## config.mk

```make
export PLATFORM = sky130hd
export DESIGN_NAME = nibble_serial_sub
export DESIGN_NICKNAME = d
export VERILOG_FILES = /design/src/rtl/nibble_serial_sub.sv
export SDC_FILE = /design/constraint.sdc
export NUM_CORES = 1
export LEC_CHECK = 0
export CAP_MARGIN = 0
export CORE_MARGIN = 3
export CORE_UTILIZATION = 51
export CTS_CLUSTER_SIZE = 30
export DETAILED_ROUTE_END_ITERATION = 10
export PLACE_DENSITY = 0.76
export SLEW_MARGIN = 40
export SYNTH_ARGS = -nofsm -noshare
export SYNTH_HDL_FRONTEND = slang
export SYNTH_SLANG_ARGS = --single-unit
```

## constraint.sdc

```tcl
create_clock -name clk -period 4.1 [get_ports clk]
set_clock_uncertainty 0.05 [all_clocks]
set_input_delay 0.615 -clock clk [delete_from_list [all_inputs] [get_ports clk]]
set_output_delay 0.615 -clock clk [all_outputs]
set_load 0.02 [all_outputs]
```

## src/rtl/nibble_serial_sub.sv

```systemverilog
// Nibble-serial two's-complement subtractor: one 4-bit lookahead group per clock, LSB group first.
// Optional build macro SUB_SAT_EN saturates diff on signed overflow instead of wrapping.
module nibble_serial_sub #(
  parameter int DATA_W = 16
) (
  input  logic              clk,
  input  logic              rst,
  input  logic              in_valid,
  output logic              in_ready,
  input  logic [DATA_W-1:0] min_a,
  input  logic [DATA_W-1:0] sub_b,
  output logic              out_valid,
  input  logic              out_ready,
  output logic [DATA_W-1:0] diff,
  output logic              borrow_out,
  output logic              ovf
);

  localparam int NG   = DATA_W / 4;
  localparam int IW   = (NG > 1) ? $clog2(NG) : 1;
  localparam int LAST = NG - 1;

  typedef enum logic [1:0] {IDLE, RUN, DONE} state_t;

  state_t            state;
  logic [IW-1:0]     grp;
  logic              carry_p1;
  logic              a_msb;
  logic              b_msb;
  logic [DATA_W-1:0] a_p0;
  logic [DATA_W-1:0] nb_p0;
  logic [DATA_W-5:0] acc_p1;

  logic              accept;
  logic [4:0]        gsum;
  logic [DATA_W-1:0] raw;
  logic              ovf_c;

  // 4-bit carry-lookahead adder: returns {carry_out, sum}.
  function automatic logic [4:0] grp_add(input logic [3:0] x, input logic [3:0] y,
                                         input logic cin);
    logic [3:0] g;
    logic [3:0] p;
    logic [4:0] c;
    g    = x & y;
    p    = x ^ y;
    c[0] = cin;
    c[1] = g[0] | (p[0] & cin);
    c[2] = g[1] | (p[1] & g[0]) | (p[1] & p[0] & cin);
    c[3] = g[2] | (p[2] & g[1]) | (p[2] & p[1] & g[0]) | (p[2] & p[1] & p[0] & cin);
    c[4] = g[3] | (p[3] & g[2]) | (p[3] & p[2] & g[1]) | (p[3] & p[2] & p[1] & g[0])
         | (p[3] & p[2] & p[1] & p[0] & cin);
    return {c[4], p ^ c[3:0]};
  endfunction

`ifdef SUB_SAT_EN
  function automatic logic [DATA_W-1:0] sat_fn(input logic [DATA_W-1:0] r,
                                               input logic of, input logic a_sign);
    if (!of)
      return r;
    return a_sign ? {1'b1, {(DATA_W-1){1'b0}}} : {1'b0, {(DATA_W-1){1'b1}}};
  endfunction
`endif

  assign in_ready = (state == IDLE) | ((state == DONE) & out_ready);
  assign accept   = in_valid & in_ready;

  // Operands are shifted right each RUN cycle so the active group always sits in bits [3:0];
  // finished group sums enter the accumulator from the top.
  assign gsum  = grp_add(a_p0[3:0], nb_p0[3:0], carry_p1);
  assign raw   = {gsum[3:0], acc_p1};
  assign ovf_c = (a_msb != b_msb) & (raw[DATA_W-1] != a_msb);

  always_ff @(posedge clk) begin
    if (rst) begin
      state      <= IDLE;
      out_valid  <= 1'b0;
      diff       <= '0;
      borrow_out <= 1'b0;
      ovf        <= 1'b0;
      grp        <= '0;
    end else if (accept) begin
      a_p0      <= min_a;
      nb_p0     <= ~sub_b;
      a_msb     <= min_a[DATA_W-1];
      b_msb     <= sub_b[DATA_W-1];
      carry_p1  <= 1'b1;
      grp       <= '0;
      out_valid <= 1'b0;
      state     <= RUN;
    end else begin
      case (state)
        RUN: begin
          a_p0     <= a_p0 >> 4;
          nb_p0    <= nb_p0 >> 4;
          acc_p1   <= raw[DATA_W-1:4];
          carry_p1 <= gsum[4];
          grp      <= grp + 1'b1;
          if (grp == IW'(LAST)) begin
`ifdef SUB_SAT_EN
            diff <= sat_fn(raw, ovf_c, a_msb);
`else
            diff <= raw;
`endif
            borrow_out <= ~gsum[4];
            ovf        <= ovf_c;
            out_valid  <= 1'b1;
            grp        <= '0;
            state      <= DONE;
          end
        end
        DONE: begin
          if (out_ready) begin
            out_valid <= 1'b0;
            state     <= IDLE;
          end
        end
        default: ;
      endcase
    end
  end

endmodule

```

# --- Word-level counts from Yosys, hierarchy flattened ---
# Cells that the tools add are included.
op_classes:
  add_sub_neg: 1
  n_eq_ne: 9
  n_mux: 13
  bitwise_logic: 37
  reduce_logical: 11
ops:
  columns: ["operator", "n"]
  rows:
  - ["2-to-1 mux 16 bit", 4]
  - ["AND 1 bit", 19]
  - ["NOT 16 bit", 1]
  - ["AND reduction 3 bit", 4]
  - ["bitwise OR 1 bit", 11]
  - ["bitwise XOR 4 bit", 2]
  - ["2-to-1 mux 2 bit", 3]
  - ["inequality test 3 bit, second input constant", 2]
  - ["AND 4 bit", 1]
  - ["== test 2 bit, second input constant", 2]
  - ["2-to-1 mux 1 bit", 4]
  - ["inequality test 2 bit, second input constant", 2]
  - ["case mux 2 bit (2 select lines)", 1]
  - ["AND reduction 2 bit", 2]
  - ["nonzero test 2 bit", 2]
  - ["NOT 1 bit", 3]
  - ["nonzero test 3 bit", 1]
  - ["adder 2 x 1 -> 2 bit, second input constant", 1]
  - ["== test 2 x 1 -> 1 bit, second input constant", 1]
  - ["logical NOT 2 bit", 1]
  - ["inequality test 1 bit", 2]
  - ["case mux 1 bit (2 select lines)", 1]
  - ["OR reduction 2 bit", 1]
totals:
  regBits: 70
  inputBits: 36
  output_inout_bits: 20
  word_cells: 84

# --- Longest topological paths before layout ---
logic_depth:
  depth_word: 8
  mapped_depth: 6
  mapped_depth_nobuf: 5

# --- Worst setup path before layout ---
# No wires, ideal clock.
synth_path:
  path_type: "input -> register"
  start: "input port out_ready"
  end: "register a_p0[0] (enable)"
  setup_ns: 0.434
  arrival_time_ns: 2.875
  setup_slack_ns: 0.740
  stages: 5
  n_path_buf: 2
  path_cell_list: "inv_1 -> a211o_1 -> buf_6 -> buf_2 -> a21oi_1"
synth_between:
  elab_chain_cells: 5
synth_lines:
  columns: ["item", "line", "text"]
  rows:
  - ["from (decl)", "13", "input logic out_ready,"]
  - ["AND 1 bit", "65", "assign in_ready = (state == IDLE) | ((state == DONE) & out_ready);"]
  - ["bitwise OR 1 bit", "65", null]
  - ["AND 1 bit", "66", "assign accept = in_valid & in_ready;"]
  - ["nonzero test 2 bit (no source line)", null, null]
  - ["AND reduction 2 bit (no source line)", null, null]
  - ["to (signal assigned)", "83", "a_p0 <= min_a;"]
  - ["to (signal assigned)", "94", "a_p0 <= a_p0 >> 4;"]
  - ["to (decl)", "30", "logic [DATA_W-1:0] a_p0;"]
# Every way passes these cells.
# A chain may end at the register's enable or synchronous reset.

# --- Final worst setup path ---
layout_path:
  start: "input port out_ready"
  end: "output port in_ready"
layout_between:
  elab_chain_cells: 2
layout_lines:
  columns: ["item", "line", "text"]
  rows:
  - ["AND 1 bit", "65", null]
  - ["bitwise OR 1 bit", "65", null]
  - ["to (decl)", "9", "output logic in_ready,"]
# Every way passes these cells.

==> flow_summary.toml <==
[clock_tree]
htree_num_levels = 3
post-cts-setup-buffer-count = 0
cts_tree = "yes"
cts_repair_resize_count = 0
cts_inserted_buffers = 9
clk_pin_slew_ns = 0.07
clock_tree.buffer_depth = 2
clk_root_buf = "clkbuf_8"
clock_insertion_delay_worst_skew_ns = 0.34
cts.hold.buffers_added = 0
cts.sink_count = 69

[pwr]
powerDensity_nw_per_um2 = 411.9
largest_voltage_drop_on_the_vdd_net_v = 0.0003191
cellLeakagePower_nw = 1.322

[routing]
avgRoutedWirePerCell_um = 13.61
route.final.wire_length_mm = 4.871
detail_route.drc_violations = 0
first_iter_violations = 110
avgViaCountPerCell = 5.073
postRouteAntennaNets = 0
drt_pre_antenna_iters = 5
vias = 1816

[worst_setup_path]
data_required_critical_path_ns = 3.43
r2r.worst_path.cells = 5
worstSetupEndpointType = "output pin"
critPathKind = "in -> out"
startpoint_type = "input port"
critical_path_peak_fanout = 7
critical_path_arrival_ns = 2.22

[cells_and_area]
area_growth_syn_to_layout_pct = 29.30
final_layout_size_suffix_gt1_share_pct = 11.81
mostFrequentLayoutCells = "clkdlybuf4s50_1, edfxtp_1, nand2_1, dfxtp_1, a21oi_1"
mostFrequentLayoutCell = "clkdlybuf4s50_1"
antenna_cells = 0
num-nets-final = 325
fin_cells = 358

[placed_design]
globalplace.congestion = 0.7148
buffer_ports.inserted = 55
dpl.cell_count = 341
detailed_place_hpwl_mm = 3.309

[synth]
syn_area_per_cell_um2 = 12.43
synth-compound-area-share_pct = 8.989
synthDistinctLibCells = 32
synth_fa_ha_area_share_pct = 2.966
synthXorXnorAreaFrac_pct = 0.3146
ys_ff_latch = 69
synth_top_family_by_area = "simple AND/OR/NAND/NOR gates"
synth.yosys.seq_area_share_pct = 66.52
synthCells = 224
synth.cell_area_um2 = 2784
yosys-mux-area-fraction_pct = 6.292
post_synth_and_or_nand_nor_area_fraction_pct = 11.46
synth_nets = 266
synth-warning-count = 0

[sta]
report.final.setup_viol = 0
grt_setup_unrepaired = "false"
hold_viol = 0
tightestPinTransition_ns = 0.6849
maxSlewViolCount = 0
period_share_pct = 70.27
period_minus_slack_ns = 2.881
final.setup.tns_ns = 0
clock.fmax_mhz = 347.1
slew_headroom_pct = 54.34

[run_status]
outcome = "complete, no violations"

[global_route]
first_global_vias = 1836
globalRouteOverflowTotal = 0
globalRouteTotalUtil_pct = 17.38
grt_antenna_before_repair = 0
global_route_wire_length_before_repair_mm = 8.238
pin_count_of_the_biggest_net_entering_global_routing = 44

[worst_hold_path]
hold-path-cell-count = 0
hold_path.class = "reg -> reg"

[floorplan]
die_width_um = 79.88
initial_core_util_pct = 53.49
design.die.area_um2 = 6381
top_level_ports = 56
dieHeight_um = 79.88
row_count = 26
core_area_um2 = 5205

[job]
max_cap_violations = 0
-- through the flow --
| stage | hold slack, ns | power (mW) | worst slack (ns) | cell area, um2 | utilization (%) |
|---|---|---|---|---|---|
| after global routing | 0.4186 | 1.543 | 1.140 | 3600 | 69.16 |
| after floorplan | 0.3762 | 0.9028 | 0.7405 | 2784 | - |
| after global placement | 0.3814 | 0.9527 | 1.284 | 3386 | 65.05 |
| final | 0.4025 | 1.483 | 1.219 | 3600 | 69.16 |
| after CTS | 0.4048 | 1.495 | 1.203 | 3592 | 69.01 |
| after detailed placement | 0.3858 | 0.9590 | 1.218 | 3388 | 65.10 |
-- final cells by class --
class                      count  area [um2]
clock buffer                  12       176.4
clock inverter                 4       27.53
fill                         393        1605
inverter                       7       26.28
multi-input combinational    137       849.6
sequential                    69        1852
tap                           70       87.58
timing repair buffer          59       580.6
-- kinds of logic after synthesis --
kind of cell	count (synthesis)
buffers and inverters	18
adder cells (fa/ha/maj)	6
XOR/XNOR	1
AO/OA/AOI/OAI	45
multiplexers	13
AND/OR/NAND/NOR	72
flip-flops	69
-- per-layer routing --
metal	global-route usage (%)	part of all wire, %
met1	20.79	43
met3	5.869	6.1
met4	8.277	1.5
met2	28.06	49
met5	0	0
-- where the power goes --
part	total, mW	internal, mW	switching (mW)	leakage [nW]
Combinational	0.144	0.0740	0.0701	0.597
Clock	0.539	0.290	0.250	0.104
Sequential	0.799	0.787	0.0117	0.620
-- worst max-delay path: stages --
cell	delay (ns)
clkdlybuf4s50_1	0.45
inv_1	0.05
a21oi_1	0.39
clkdlybuf4s50_1	0.70
-- worst paths after layout --
check / slack, ns / from / to
worst max register to register: 2.25 / nb_p0[0]$_DFFE_PP_ / ovf$_SDFFE_PP0P_
worst max-delay path: 1.22 / out_ready / in_ready
worst min register to register: 0.40 / acc_p1[4]$_DFFE_PP_ / acc_p1[0]$_DFFE_PP_
worst min-delay path: 0.40 / acc_p1[4]$_DFFE_PP_ / acc_p1[0]$_DFFE_PP_
-- cells in the mapped netlist --
master    number  area [um2]
fa_1           1       20.02
a21oi_1       20       100.1
a211oi_1       4       30.03
and2_1         1       6.260
edfxtp_1      47        1411
nand4_1        2       12.51
nor2b_1        1       6.260
a211o_1        1       8.760
inv_1          7       26.28
nor2_1        11       41.29
buf_12         1       20.02
a31oi_1        1       6.260
dfxtp_1       22       440.4
nor3_1         4       20.02
nand4b_1       2       17.52
clkbuf_1       5       18.77
nand2_1       43       161.4
o31ai_1        1       7.510
mux2_2         4       45.04
a21o_1         2       15.01
and3b_1        1       8.760
buf_2          4       20.02
ha_1           5       62.56
xnor2_1        1       8.760
o21ai_0       15       75.07
o21bai_1       1       7.510
mux2_4         8       120.1
mux2i_1        1       10.01
nand3b_1       1       7.510
buf_6          1       11.26
and3_1         5       31.28
nand2b_1       1       6.260
-- state kept, by name, indices dropped and copies added (netlist names), 2 cells and up --
signal  cells
nb_p0      16
diff       16
a_p0       16
acc_p1     12
grp         2
Power figures use the tool's default switching activity.
